`src/rtl/instr_fetch_stage_pkg.sv`:
```
// -----------------------------------------------------------------------------
// pipe_pkg
// Shared definitions for the instruction fetch/issue stage: instruction field
// positions, the NOP encoding, the fetch FSM state type and the source/dest
// match helper used by the interlock.
// No ports (package).
// -----------------------------------------------------------------------------
package pipe_pkg;

  localparam int OPC_HI  = 31;
  localparam int OPC_LO  = 26;
  localparam int DEST_HI = 25;
  localparam int DEST_LO = 21;
  localparam int SRC1_HI = 20;
  localparam int SRC1_LO = 16;
  localparam int SRC2_HI = 15;
  localparam int SRC2_LO = 11;
  localparam int IMM_BIT = 29;

  localparam logic [31:0] NOP_INSTR = 32'h0000_0000;

  typedef enum logic [1:0] {
    ST_IDLE  = 2'd0,
    ST_RUN   = 2'd1,
    ST_DRAIN = 2'd2,
    ST_DONE  = 2'd3
  } fetch_state_e;

  function automatic logic [5:0] opcode_of(input logic [31:0] instr);
    return instr[OPC_HI:OPC_LO];
  endfunction

  function automatic logic [4:0] dest_of(input logic [31:0] instr);
    return instr[DEST_HI:DEST_LO];
  endfunction

  // True when instr reads register dest. A NOP reads nothing, so it can never
  // be held up; the immediate form carries a constant in the src2 field.
  function automatic logic src_hits(input logic [31:0] instr, input logic [4:0] dest);
    logic hit;
    hit = 1'b0;
    if (instr != NOP_INSTR) begin
      if (instr[SRC1_HI:SRC1_LO] == dest) hit = 1'b1;
      if (!instr[IMM_BIT] && (instr[SRC2_HI:SRC2_LO] == dest)) hit = 1'b1;
    end
    return hit;
  endfunction

endpackage

```
`src/rtl/instr_fetch_stage_if.sv`:
```
// -----------------------------------------------------------------------------
// instr_fetch_stage_if
// Bundles the program-load/start controls and the issue/status outputs of the
// fetch stage.
//   master: drives load_en/load_addr/load_data/prog_len/start,
//           observes InstrOut/pc/busy/done/bubble_cnt
//   slave : the fetch stage itself (opposite directions)
// -----------------------------------------------------------------------------
interface instr_fetch_stage_if #(
  parameter int DEPTH = 64
);
  localparam int AW = $clog2(DEPTH);

  logic          load_en;
  logic [AW-1:0] load_addr;
  logic [31:0]   load_data;
  logic [AW:0]   prog_len;
  logic          start;
  logic [31:0]   InstrOut;
  logic [AW-1:0] pc;
  logic          busy;
  logic          done;
  logic [15:0]   bubble_cnt;

  modport master (
    output load_en, load_addr, load_data, prog_len, start,
    input  InstrOut, pc, busy, done, bubble_cnt
  );

  modport slave (
    input  load_en, load_addr, load_data, prog_len, start,
    output InstrOut, pc, busy, done, bubble_cnt
  );

endinterface

```
`src/rtl/instr_fetch_stage_hazard.sv`:
```
// -----------------------------------------------------------------------------
// fetch_hazard_unit
// Remembers the destinations of the two most recently issued slots and flags
// a stall when the candidate instruction reads one of them.
//   clk, rst   : clock, async active-high reset
//   i_clear    : forget all history (new run starting)
//   i_advance  : an issue slot happens this cycle (instruction or bubble)
//   i_instr    : candidate instruction at the current pc
//   o_stall    : candidate must be replaced by a bubble this cycle
// -----------------------------------------------------------------------------
module fetch_hazard_unit
  import pipe_pkg::*;
(
  input  logic        clk,
  input  logic        rst,
  input  logic        i_clear,
  input  logic        i_advance,
  input  logic [31:0] i_instr,
  output logic        o_stall
);

  logic       r_h1Valid;
  logic [4:0] r_h1Dest;
  logic       r_h2Valid;
  logic [4:0] r_h2Dest;
  logic       w_hit1;
  logic       w_hit2;

  // A hit on the newest slot stalls, shifts a bubble in, then the same
  // producer sits in the older slot and stalls once more: two bubbles fall
  // out naturally, and an older-slot hit gives just one.
  assign w_hit1  = r_h1Valid && src_hits(i_instr, r_h1Dest);
  assign w_hit2  = r_h2Valid && src_hits(i_instr, r_h2Dest);
  assign o_stall = w_hit1 || w_hit2;

  always_ff @(posedge clk or posedge rst) begin
    if (rst) begin
      r_h1Valid <= 1'b0;
      r_h1Dest  <= '0;
      r_h2Valid <= 1'b0;
      r_h2Dest  <= '0;
    end else if (i_clear) begin
      r_h1Valid <= 1'b0;
      r_h1Dest  <= '0;
      r_h2Valid <= 1'b0;
      r_h2Dest  <= '0;
    end else if (i_advance) begin
      r_h2Valid <= r_h1Valid;
      r_h2Dest  <= r_h1Dest;
      if (o_stall) begin
        r_h1Valid <= 1'b0;
        r_h1Dest  <= '0;
      end else begin
        r_h1Valid <= (i_instr != NOP_INSTR);
        r_h1Dest  <= dest_of(i_instr);
      end
    end
  end

endmodule

```
`src/rtl/instr_fetch_stage.sv`:
```
// -----------------------------------------------------------------------------
// instr_fetch_stage
// Loadable instruction memory, program counter and run/drain FSM feeding a
// three-stage execute pipeline with no forwarding. Bubbles are inserted so no
// instruction reads a register still in flight. One registered word per cycle.
//   clk, rst : clock, async active-high reset
//   bus      : slave side of instr_fetch_stage_if
//              load_en/load_addr/load_data - program write (IDLE/DONE only)
//              prog_len/start              - begin a run from address 0
//              InstrOut                    - registered issued word
//              pc                          - next address to issue
//              busy/done                   - RUN or DRAIN / DONE
//              bubble_cnt                  - saturating RUN bubble count
// -----------------------------------------------------------------------------
module instr_fetch_stage
  import pipe_pkg::*;
#(
  parameter int DEPTH = 64
) (
  input logic                clk,
  input logic                rst,
  instr_fetch_stage_if.slave bus
);

  localparam int AW = $clog2(DEPTH);
  localparam logic [AW:0] LenMax = (AW+1)'(DEPTH);

  fetch_state_e  r_state;
  logic [AW-1:0] r_pc;
  logic [AW:0]   r_len;
  logic [1:0]    r_drainCnt;
  logic [31:0]   r_instrOut;
  logic [15:0]   r_bubbleCnt;
  logic [31:0]   r_mem [DEPTH];

  logic          w_idleLike;
  logic          w_startOk;
  logic          w_loadOk;
  logic          w_run;
  logic          w_stall;
  logic [31:0]   w_cand;
  logic [AW:0]   w_pcInc;
  logic [AW:0]   w_lenClamped;

  assign w_idleLike   = (r_state == ST_IDLE) || (r_state == ST_DONE);
  assign w_startOk    = w_idleLike && bus.start;
  assign w_loadOk     = w_idleLike && bus.load_en;
  assign w_run        = (r_state == ST_RUN);
  assign w_cand       = r_mem[r_pc];
  assign w_pcInc      = {1'b0, r_pc} + (AW+1)'(1);
  assign w_lenClamped = (bus.prog_len > LenMax) ? LenMax : bus.prog_len;

  fetch_hazard_unit u_hazard (
    .clk       (clk),
    .rst       (rst),
    .i_clear   (w_startOk),
    .i_advance (w_run),
    .i_instr   (w_cand),
    .o_stall   (w_stall)
  );

  // Program memory is deliberately not reset so a run can be repeated after
  // a reset without reloading.
  always_ff @(posedge clk) begin
    if (w_loadOk) begin
      r_mem[bus.load_addr] <= bus.load_data;
    end
  end

  // Fetch FSM. DRAIN lasts four edges: three NOPs flush the pipeline and the
  // fourth edge lands in DONE, so an N-instruction hazard-free program shows
  // done N+4 edges after start was sampled.
  // pc holds at DEPTH-1 after the last word of a full-memory program instead
  // of wrapping to 0.
  always_ff @(posedge clk or posedge rst) begin
    if (rst) begin
      r_state     <= ST_IDLE;
      r_pc        <= '0;
      r_len       <= '0;
      r_drainCnt  <= '0;
      r_instrOut  <= NOP_INSTR;
      r_bubbleCnt <= '0;
    end else begin
      case (r_state)
        ST_IDLE, ST_DONE: begin
          r_instrOut <= NOP_INSTR;
          if (bus.start) begin
            r_pc        <= '0;
            r_len       <= w_lenClamped;
            r_bubbleCnt <= '0;
            r_drainCnt  <= '0;
            r_state     <= (w_lenClamped == '0) ? ST_DRAIN : ST_RUN;
          end
        end
        ST_RUN: begin
          if (w_stall) begin
            r_instrOut <= NOP_INSTR;
            if (r_bubbleCnt != 16'hFFFF) r_bubbleCnt <= r_bubbleCnt + 16'd1;
          end else begin
            r_instrOut <= w_cand;
            if (!w_pcInc[AW]) r_pc <= w_pcInc[AW-1:0];
            if (w_pcInc == r_len) begin
              r_drainCnt <= '0;
              r_state    <= ST_DRAIN;
            end
          end
        end
        ST_DRAIN: begin
          r_instrOut <= NOP_INSTR;
          if (r_drainCnt == 2'd3) r_state <= ST_DONE;
          else r_drainCnt <= r_drainCnt + 2'd1;
        end
        default: begin
          r_state    <= ST_IDLE;
          r_instrOut <= NOP_INSTR;
        end
      endcase
    end
  end

  assign bus.InstrOut   = r_instrOut;
  assign bus.pc         = r_pc;
  assign bus.busy       = (r_state == ST_RUN) || (r_state == ST_DRAIN);
  assign bus.done       = (r_state == ST_DONE);
  assign bus.bubble_cnt = r_bubbleCnt;

endmodule

```
`src/flat_wrapper.sv`:
```
// flat-port wrapper written by rule: the top's interface ports become plain ports
module instr_fetch_stage_flat import pipe_pkg::*;
#(
  parameter int DEPTH = 64
)
  (clk, rst, bus_load_en, bus_load_addr, bus_load_data, bus_prog_len, bus_start, bus_InstrOut, bus_pc, bus_busy, bus_done, bus_bubble_cnt);
  instr_fetch_stage_if #(.DEPTH(DEPTH)) bus_i ();
  input logic clk;
  input logic rst;
  input wire logic [$bits(bus_i.load_en)-1:0] bus_load_en;
  input wire logic [$bits(bus_i.load_addr)-1:0] bus_load_addr;
  input wire logic [$bits(bus_i.load_data)-1:0] bus_load_data;
  input wire logic [$bits(bus_i.prog_len)-1:0] bus_prog_len;
  input wire logic [$bits(bus_i.start)-1:0] bus_start;
  output wire logic [$bits(bus_i.InstrOut)-1:0] bus_InstrOut;
  output wire logic [$bits(bus_i.pc)-1:0] bus_pc;
  output wire logic [$bits(bus_i.busy)-1:0] bus_busy;
  output wire logic [$bits(bus_i.done)-1:0] bus_done;
  output wire logic [$bits(bus_i.bubble_cnt)-1:0] bus_bubble_cnt;
  assign bus_i.load_en = bus_load_en;
  assign bus_i.load_addr = bus_load_addr;
  assign bus_i.load_data = bus_load_data;
  assign bus_i.prog_len = bus_prog_len;
  assign bus_i.start = bus_start;
  assign bus_InstrOut = bus_i.InstrOut;
  assign bus_pc = bus_i.pc;
  assign bus_busy = bus_i.busy;
  assign bus_done = bus_i.done;
  assign bus_bubble_cnt = bus_i.bubble_cnt;
  instr_fetch_stage #(.DEPTH(DEPTH)) u_core (.clk(clk), .rst(rst), .bus(bus_i));
endmodule
```
`config.mk`:
```
export PLATFORM = sky130hd
export DESIGN_NAME = instr_fetch_stage_flat
export DESIGN_NICKNAME = d
export VERILOG_FILES = /design/src/rtl/instr_fetch_stage_pkg.sv /design/src/rtl/instr_fetch_stage_if.sv /design/src/rtl/instr_fetch_stage_hazard.sv /design/src/rtl/instr_fetch_stage.sv /design/src/flat_wrapper.sv
export SDC_FILE = /design/constraint.sdc
export NUM_CORES = 2
export LEC_CHECK = 0
export ABC_AREA = 1
export BUFFER_PORTS_ARGS = -buffer_cell sky130_fd_sc_hd__buf_2
export CAP_MARGIN = 20
export CORE_MARGIN = 1
export CORE_UTILIZATION = 57
export CTS_CLUSTER_SIZE = 24
export DETAILED_ROUTE_END_ITERATION = 8
export HOLD_SLACK_MARGIN = 0.1
export PLACE_DENSITY = 0.76
export SLEW_MARGIN = 40
export SYNTH_ARGS = -nofsm -noshare
export SYNTH_HDL_FRONTEND = slang
export SYNTH_SLANG_ARGS = --single-unit
```
`constraint.sdc`:
```
create_clock -name clk -period 4.8 [get_ports clk]
set_clock_uncertainty 0.1 [all_clocks]
set_input_delay 0.72 -clock clk [delete_from_list [all_inputs] [get_ports clk]]
set_output_delay 0.72 -clock clk [all_outputs]
set_load 0.02 [all_outputs]
```
# ---- Yosys cells after proc, flatten, opt, wreduce, memory -nomap -nowiden
# Memory sizes are Yosys's and may differ from the RTL's.
# Index checks and enable logic that the tools add are counted.
dict set report word_totals {
  register_bits 77
  latchBits 0
  mem_bits_rw 2048
  rom_bits 0
  input_bits 49
  wordCells 95
  mem_count 1
}
# memory depth width rd rd_clocked_by_memory_dff write_ports line_no
set mem_list {}
lappend mem_list {u_core.r_mem 64 32 1 0 1 instr_fetch_stage.sv:34} ;# logic [31:0] r_mem [DEPTH];
dict set report op_classes {
  n_addsub 3
  mul 0
  div 0
  n_lt_le_gt_ge 1
  eq_ne 18
  shift 0
  n_mux 40
  n_bitwise 0
  n_reduce_logical 22
}
# cell count
set ops {}
lappend ops {{$pmux W32 S2} 1}
lappend ops {{$mux W16} 3}
lappend ops {{$mux W32} 1}
lappend ops {{$pmux W16 S2} 1}
lappend ops {{$reduce_bool A32 Y1} 1}
lappend ops {{$mux W5} 5}
lappend ops {{$eq A5 B5 Y1} 4}
lappend ops {{$mux W2} 9}
lappend ops {{$mux W6} 3}
lappend ops {{$add A16 B1 Y16 const B} 1}
lappend ops {{$ne A16 B16 Y1 const B} 1}
lappend ops {{$reduce_and A4 Y1} 4}
lappend ops {{$mux W1} 13}
lappend ops {{$pmux W2 S3} 2}
lappend ops {{$pmux W6 S2} 1}
lappend ops {{$ne A2 B1 Y1 const B} 4}
lappend ops {{$ne A2 B2 Y1 const B} 4}
lappend ops {{$add A6 B1 Y7 const B} 1}
lappend ops {{$eq A7 B7 Y1} 1}
lappend ops {{$gt A7 B7 Y1 const B} 1}
lappend ops {{$logic_not A7 Y1} 1}
lappend ops {{$mux W7} 1}
lappend ops {{$eq A2 B2 Y1 const B} 3}
lappend ops {{$logic_and A1 B1 Y1} 6}
lappend ops {{other kinds (9)} 12}

# ---- Depth between registers and ports, before layout
# An unclocked memory read counts as a cell.
dict set report logic_depth {
  ltp_word 10
  depth_mapped 23
}

# ---- By module
# Synthesis repeated with hierarchy kept, for this count alone.
dict set report hier_totals {
  cells_unflattened 7339
  hier_area_um2 86362.8
}
# mod instances cells_per_inst area_per_inst_um2 seq_area_each_um2
set by_module_without_submodules {}
lappend by_module_without_submodules {instr_fetch_stage 1 7150 85288.0 63125.5}
lappend by_module_without_submodules {fetch_hazard_unit 1 189 1074.8 300.3}

# ---- Worst setup path before layout
# OpenSTA, ideal clock, no wires.
dict set report synth_path {
  path_kind {input port to flip-flop}
  startpoint {in bus_load_addr[5]}
  endpoint {mem u_core.r_mem[61][0], enable pin}
  setup_time_ps 501
  t_arrival_ps 4035
  required_time_ps 4199
  path_slack_ps 163
  path_stages 4
  path_cell_list {nand2_1 > inv_1 > nand2_1 > nor4_1}
}
# item line_no
set synth_rtl {}
lappend synth_rtl {{from (decl)} flat_wrapper.sv:11} ;# input wire logic [$bits(bus_i.load_addr)-1:0] bus_load_addr;
lappend synth_rtl {{to (decl)} instr_fetch_stage.sv:34}
# No word-level cell before the write port.

# ---- Worst setup path in the final report
dict set report layout_path {
  startpoint {reg u_core.r_pc[0] (netlist: u_core.bus.pc[0])}
  endpoint {reg u_core.r_instrOut[26] (netlist: u_core.bus.InstrOut[26])}
}
dict set report layout_via {
  elab_chain_len 9
  word_cells_on_any_way 20
  classes_between {4 x eq/ne; 8 x mux; 7 x reduce/logical; 1 x memory}
}
# item line_no
set layout_rtl {}
lappend layout_rtl {{from (decl)} instr_fetch_stage.sv:29} ;# logic [AW-1:0] r_pc;
lappend layout_rtl {{from (signal assigned)} instr_fetch_stage.sv:101} ;# if (!w_pcInc[AW]) r_pc <= w_pcInc[AW-1:0];
lappend layout_rtl {{$mem_v2 Z64 W32 (*)} n/a}
lappend layout_rtl {{$eq A5 B5 Y1 (tied with other cells)} instr_fetch_stage_pkg.sv:43} ;# if (instr[SRC1_HI:SRC1_LO] == dest) hit = 1'b1;
lappend layout_rtl {{$mux W1 / $logic_and A1 B1 Y1 (equally long branches)} {instr_fetch_stage_pkg.sv:43, instr_fetch_stage_pkg.sv:44}}
lappend layout_rtl {{$mux W1} instr_fetch_stage_pkg.sv:44} ;# if (!instr[IMM_BIT] && (instr[SRC2_HI:SRC2_LO] == dest)) hit = 1'b1;
lappend layout_rtl {{$mux W1} instr_fetch_stage_pkg.sv:42} ;# if (instr != NOP_INSTR) begin
lappend layout_rtl {{$logic_and A1 B1 Y1, on equally long branches} {instr_fetch_stage_hazard.sv:32, instr_fetch_stage_hazard.sv:33}}
lappend layout_rtl {{$logic_or A1 B1 Y1} instr_fetch_stage_hazard.sv:34} ;# assign o_stall = w_hit1 || w_hit2;
lappend layout_rtl {{$mux W32 (*)} instr_fetch_stage.sv:96} ;# if (w_stall) begin
lappend layout_rtl {{$pmux W32 S2 (*)} instr_fetch_stage.sv:84} ;# case (r_state)
lappend layout_rtl {{to (signal assigned)} instr_fetch_stage.sv:100} ;# r_instrOut <= w_cand;
lappend layout_rtl {{to (decl)} instr_fetch_stage.sv:32} ;# logic [31:0] r_instrOut;
# Mark *: on every way between the ends. The rest lies on a longest branch, timed or not.
# A chain may end at the register's enable or synchronous reset.

==> impl_results.md <==
* Setup violators final at 0
* Via count at 58.6k
* Count of unique library cells instantiated by Yosys at 38
* Syn Area/Cell at 12.0 um2
* CTS tree: done
* Post-synth EDFFs at 2048
* Drt wl/cell at 25.4 um
* YS warnings at 0
* Crit path DAT at 5.28 ns
* Pre-Repair DR Iteration Count at 6
* Layout cells sized above 1 at 0.0968
* Worst-case reg-to-reg path depth at 19
* Slew headroom at 0.416
* Crit path launch type: flip-flop
* Synth Area in XOR/XNOR at 0.00113
* Post-Synth Adder-Cell Area at 0.000878
* GP Congestion at 0.913
* P per Cell Area at 463 mW/mm2
* Fmax at 213 MHz
* Hold_sp: bus_start
* H-tree Lvls at 4
* Mapped Area at 0.0855 mm2
* DRT iter0 DRCs at 8995
* Total Routed Length at 240 mm
* Hold endpoint: u_core.r_drainCnt[0]
* Vias in the first global route at 55.8k
* Fin. max-slew vios at 0
* DRC at 0
* Synth area leaders: edfxtp_1 72%, nand2_1 11%, nand3_1 5.6%
* Synthesized Nets at 7190
* Core area at 0.148 mm2
* Die Ht at 389 um
* Hpwl dp at 133 mm
* Total CTS buffers at 198
* Synth Area in Compound Gates at 0.0478
* Cells after DPL at 9059
* Count leader, synth: nand2_1
* Post-synth top flop: edfxtp_1
* Initial antenna violation count at 9
* Final #Nets at 7323
* Kind of end point of the critical path: flip-flop
* Kind of critical path: reg2reg
* Hold Path Depth at 4
* FFs w/ async S/R, synth at 0.0362
* Worst Tran Pin Value at 0.873 ns
* Final non-filler cell total at 9442
* R2r endpoint: u_core.bus.InstrOut[26]
* # Post-CTS Setup Buffers at 0
* Unrepaired setup endpoints after global routing: no
* Synth top cells by count: 2401 x nand2_1, 2048 x edfxtp_1, 952 x nand3_1, 325 x a21oi_1, 309 x nor2_1
* Starting density of the core at 0.576
* Largest family of logic cells by synthesized area: simple AND/OR/NAND/NOR gates
* Flop2flop setup slack at 0.10 ns
* Max-cap violations at 0
* Num rows at 141
* Yosys top cell area share at 0.719
* First-pass GRT wire length at 352 mm
* Share of the core filled with cells at 0.649
* Part of the cycle the worst path needs at 0.978
* Grt ovf at 0
* Port Buffers at 104
* Syn Inst Count at 7135
* Clk Latency, worst-skew pair at 0.86 ns
* CTS root buf: clkbuf_16
* Layout area overhead at 12.6%
* CP max FO at 74
* Multiplexer area fraction after synthesis at 0
* Vias/cell at 6.21
* Sequential fraction of the synthesis area at 0.742
* Post-route minimum period at 4.70 ns
* Die area at 0.152 mm2
* Yosys reg bits at 2125
* P_leak at 34.8 nW
* Critical R2R Launch: u_core.bus.pc[0]
* Num Clock Sinks at 2125
* Hold Vio Cnt, Final at 0
* Synth Area in Simple Gates at 0.182
* IO Pins at 105
* Synth area leader: edfxtp_1
* Status: finished, final reports clean
* Worst-path clk slew at 0.06 ns
* Max IR drop VDD at 372 uV
* Worst hold path class: in2reg
* Worst EP required at 5.38 ns
* Setup_tns at 0 ns
* Die X at 389 um
* Clock Tree Buf Depth at 3
* DRT antenna net count at 0
* GRT Overall Usage at 0.313
* Largest net degree at the start of global routing at 135
-- metal layers --
metal | share of wire | GRT usage | up-vias
li1 | - | - | 25466
met1 | 0.36 | 0.420 | 28254
met2 | 0.47 | 0.498 | 4232
met3 | 0.13 | 0.0643 | 650
met4 | 0.043 | 0.138 | 10
met5 | 0.00030 | 0 | -
-- where the power goes --
group	switching, mW	total (mW)	internal, mW
clock	6.73	15.5	8.74
combinational	5.89	8.12	2.23
sequential	0.299	21.0	20.7
total	12.9	44.6	31.6
-- metrics by stage --
step | instance area [um2] | setup slack (ns) | hold slack (ns) | total power, mW
finish | 96200 | 0.103 | 0.242 | 44.6
global route | 96200 | 0.0144 | 0.252 | 46.0
CTS | 96100 | 0.0682 | 0.184 | 44.4
detailed placement | 89700 | 0.157 | 0.384 | 29.2
global placement | 89400 | 0.160 | 0.357 | 29.0
floorplan | 85500 | 0.163 | 0.346 | 26.4
-- logic make-up (layout without fill, tap and decap cells) --
family	after synthesis	count (layout)
AOI/OAI and AO/OA	723	723
xor gates and xnor gates	11	11
adders and majority gates	6	6
buffers and inverters	507	808
DFF	2125	2125
other	0	4
and+or+nand+nor	3763	3763
-- layout by cell type (no fill, tap or decap), drive strengths merged, types with 21 or more instances in the layout --
cell    instances
a21boi         72
o211ai         72
a21oi         325
nor3           53
nor2          320
clkbuf        255
nand3         953
inv            80
edfxtp       2048
nand2        2402
clkinv         90
nand4          21
buf           358
dfrtp          77
o21ai         177
o22ai          70
-- sequential cells by signal (all words and copies together) (netlist names) --
signal,flops
u_core.u_hazard.r_h1Dest,5
u_core.bus.pc,6
u_core.r_len,7
u_core.u_hazard.r_h2Valid,1
u_core.u_hazard.r_h1Valid,1
u_core.bus.InstrOut,32
u_core.bus.bubble_cnt,16
u_core.r_state,2
u_core.u_hazard.r_h2Dest,5
u_core.r_mem,2048
u_core.r_drainCnt,2
-- cell type report --
type	count	area (um2)
Sequential cell	2125	63400
Fill cell	10189	52100
Multi-Input combinational cell	4503	20300
Clock buffer	255	5410
Timing Repair Buffer	366	3340
Tap cell	2002	2500
Clock inverter	113	942
Inverter	74	318
Antenna cell	4	10.0
-- worst max-delay path by stage --
| stage | startpoint | to | slack, ns | cells past startpoint |
|---|---|---|---|---|
| after global routing | u_core.bus.pc[0] | u_core.bus.InstrOut[30] | 0.01 | 20 |
| after CTS | u_core.bus.pc[2] | u_core.bus.bubble_cnt[6] | 0.07 | 18 |
| after global placement | u_core.bus.pc[0] | u_core.bus.InstrOut[26] | 0.16 | 19 |
| after floorplan | bus_load_addr[5] | u_core.r_mem[61][0] | 0.16 | 4 |
| final | u_core.bus.pc[0] | u_core.bus.InstrOut[26] | 0.10 | 19 |
| after detailed placement | u_core.bus.pc[2] | u_core.bus.bubble_cnt[13] | 0.16 | 18 |
-- critical path, stage by stage, from the launching register on --
cell,delay [ns]
dfrtp_4,0.66
inv_16,0.20
buf_12,0.26
buf_12,0.21
nand2_1,0.11
nand2_1,0.05
a21oi_1,0.13
nand3_1,0.14
nand3_1,0.20
nand3_1,0.28
nand2_1,0.17
nand2_1,0.07
nor2_1,0.11
nand2_1,0.24
nor2_1,0.22
nand2_1,0.13
nand3_1,0.16
nand3_4,0.29
buf_12,0.28
nor2_1,0.39
-- timing repair --
item,CTS,global route
hold buffers,8,0
endpoints found under the hold margin,84,0
endpoints found under the setup margin,0,39
resized for setup,0,4
Note: power is estimated with default switching activity, not from simulation.
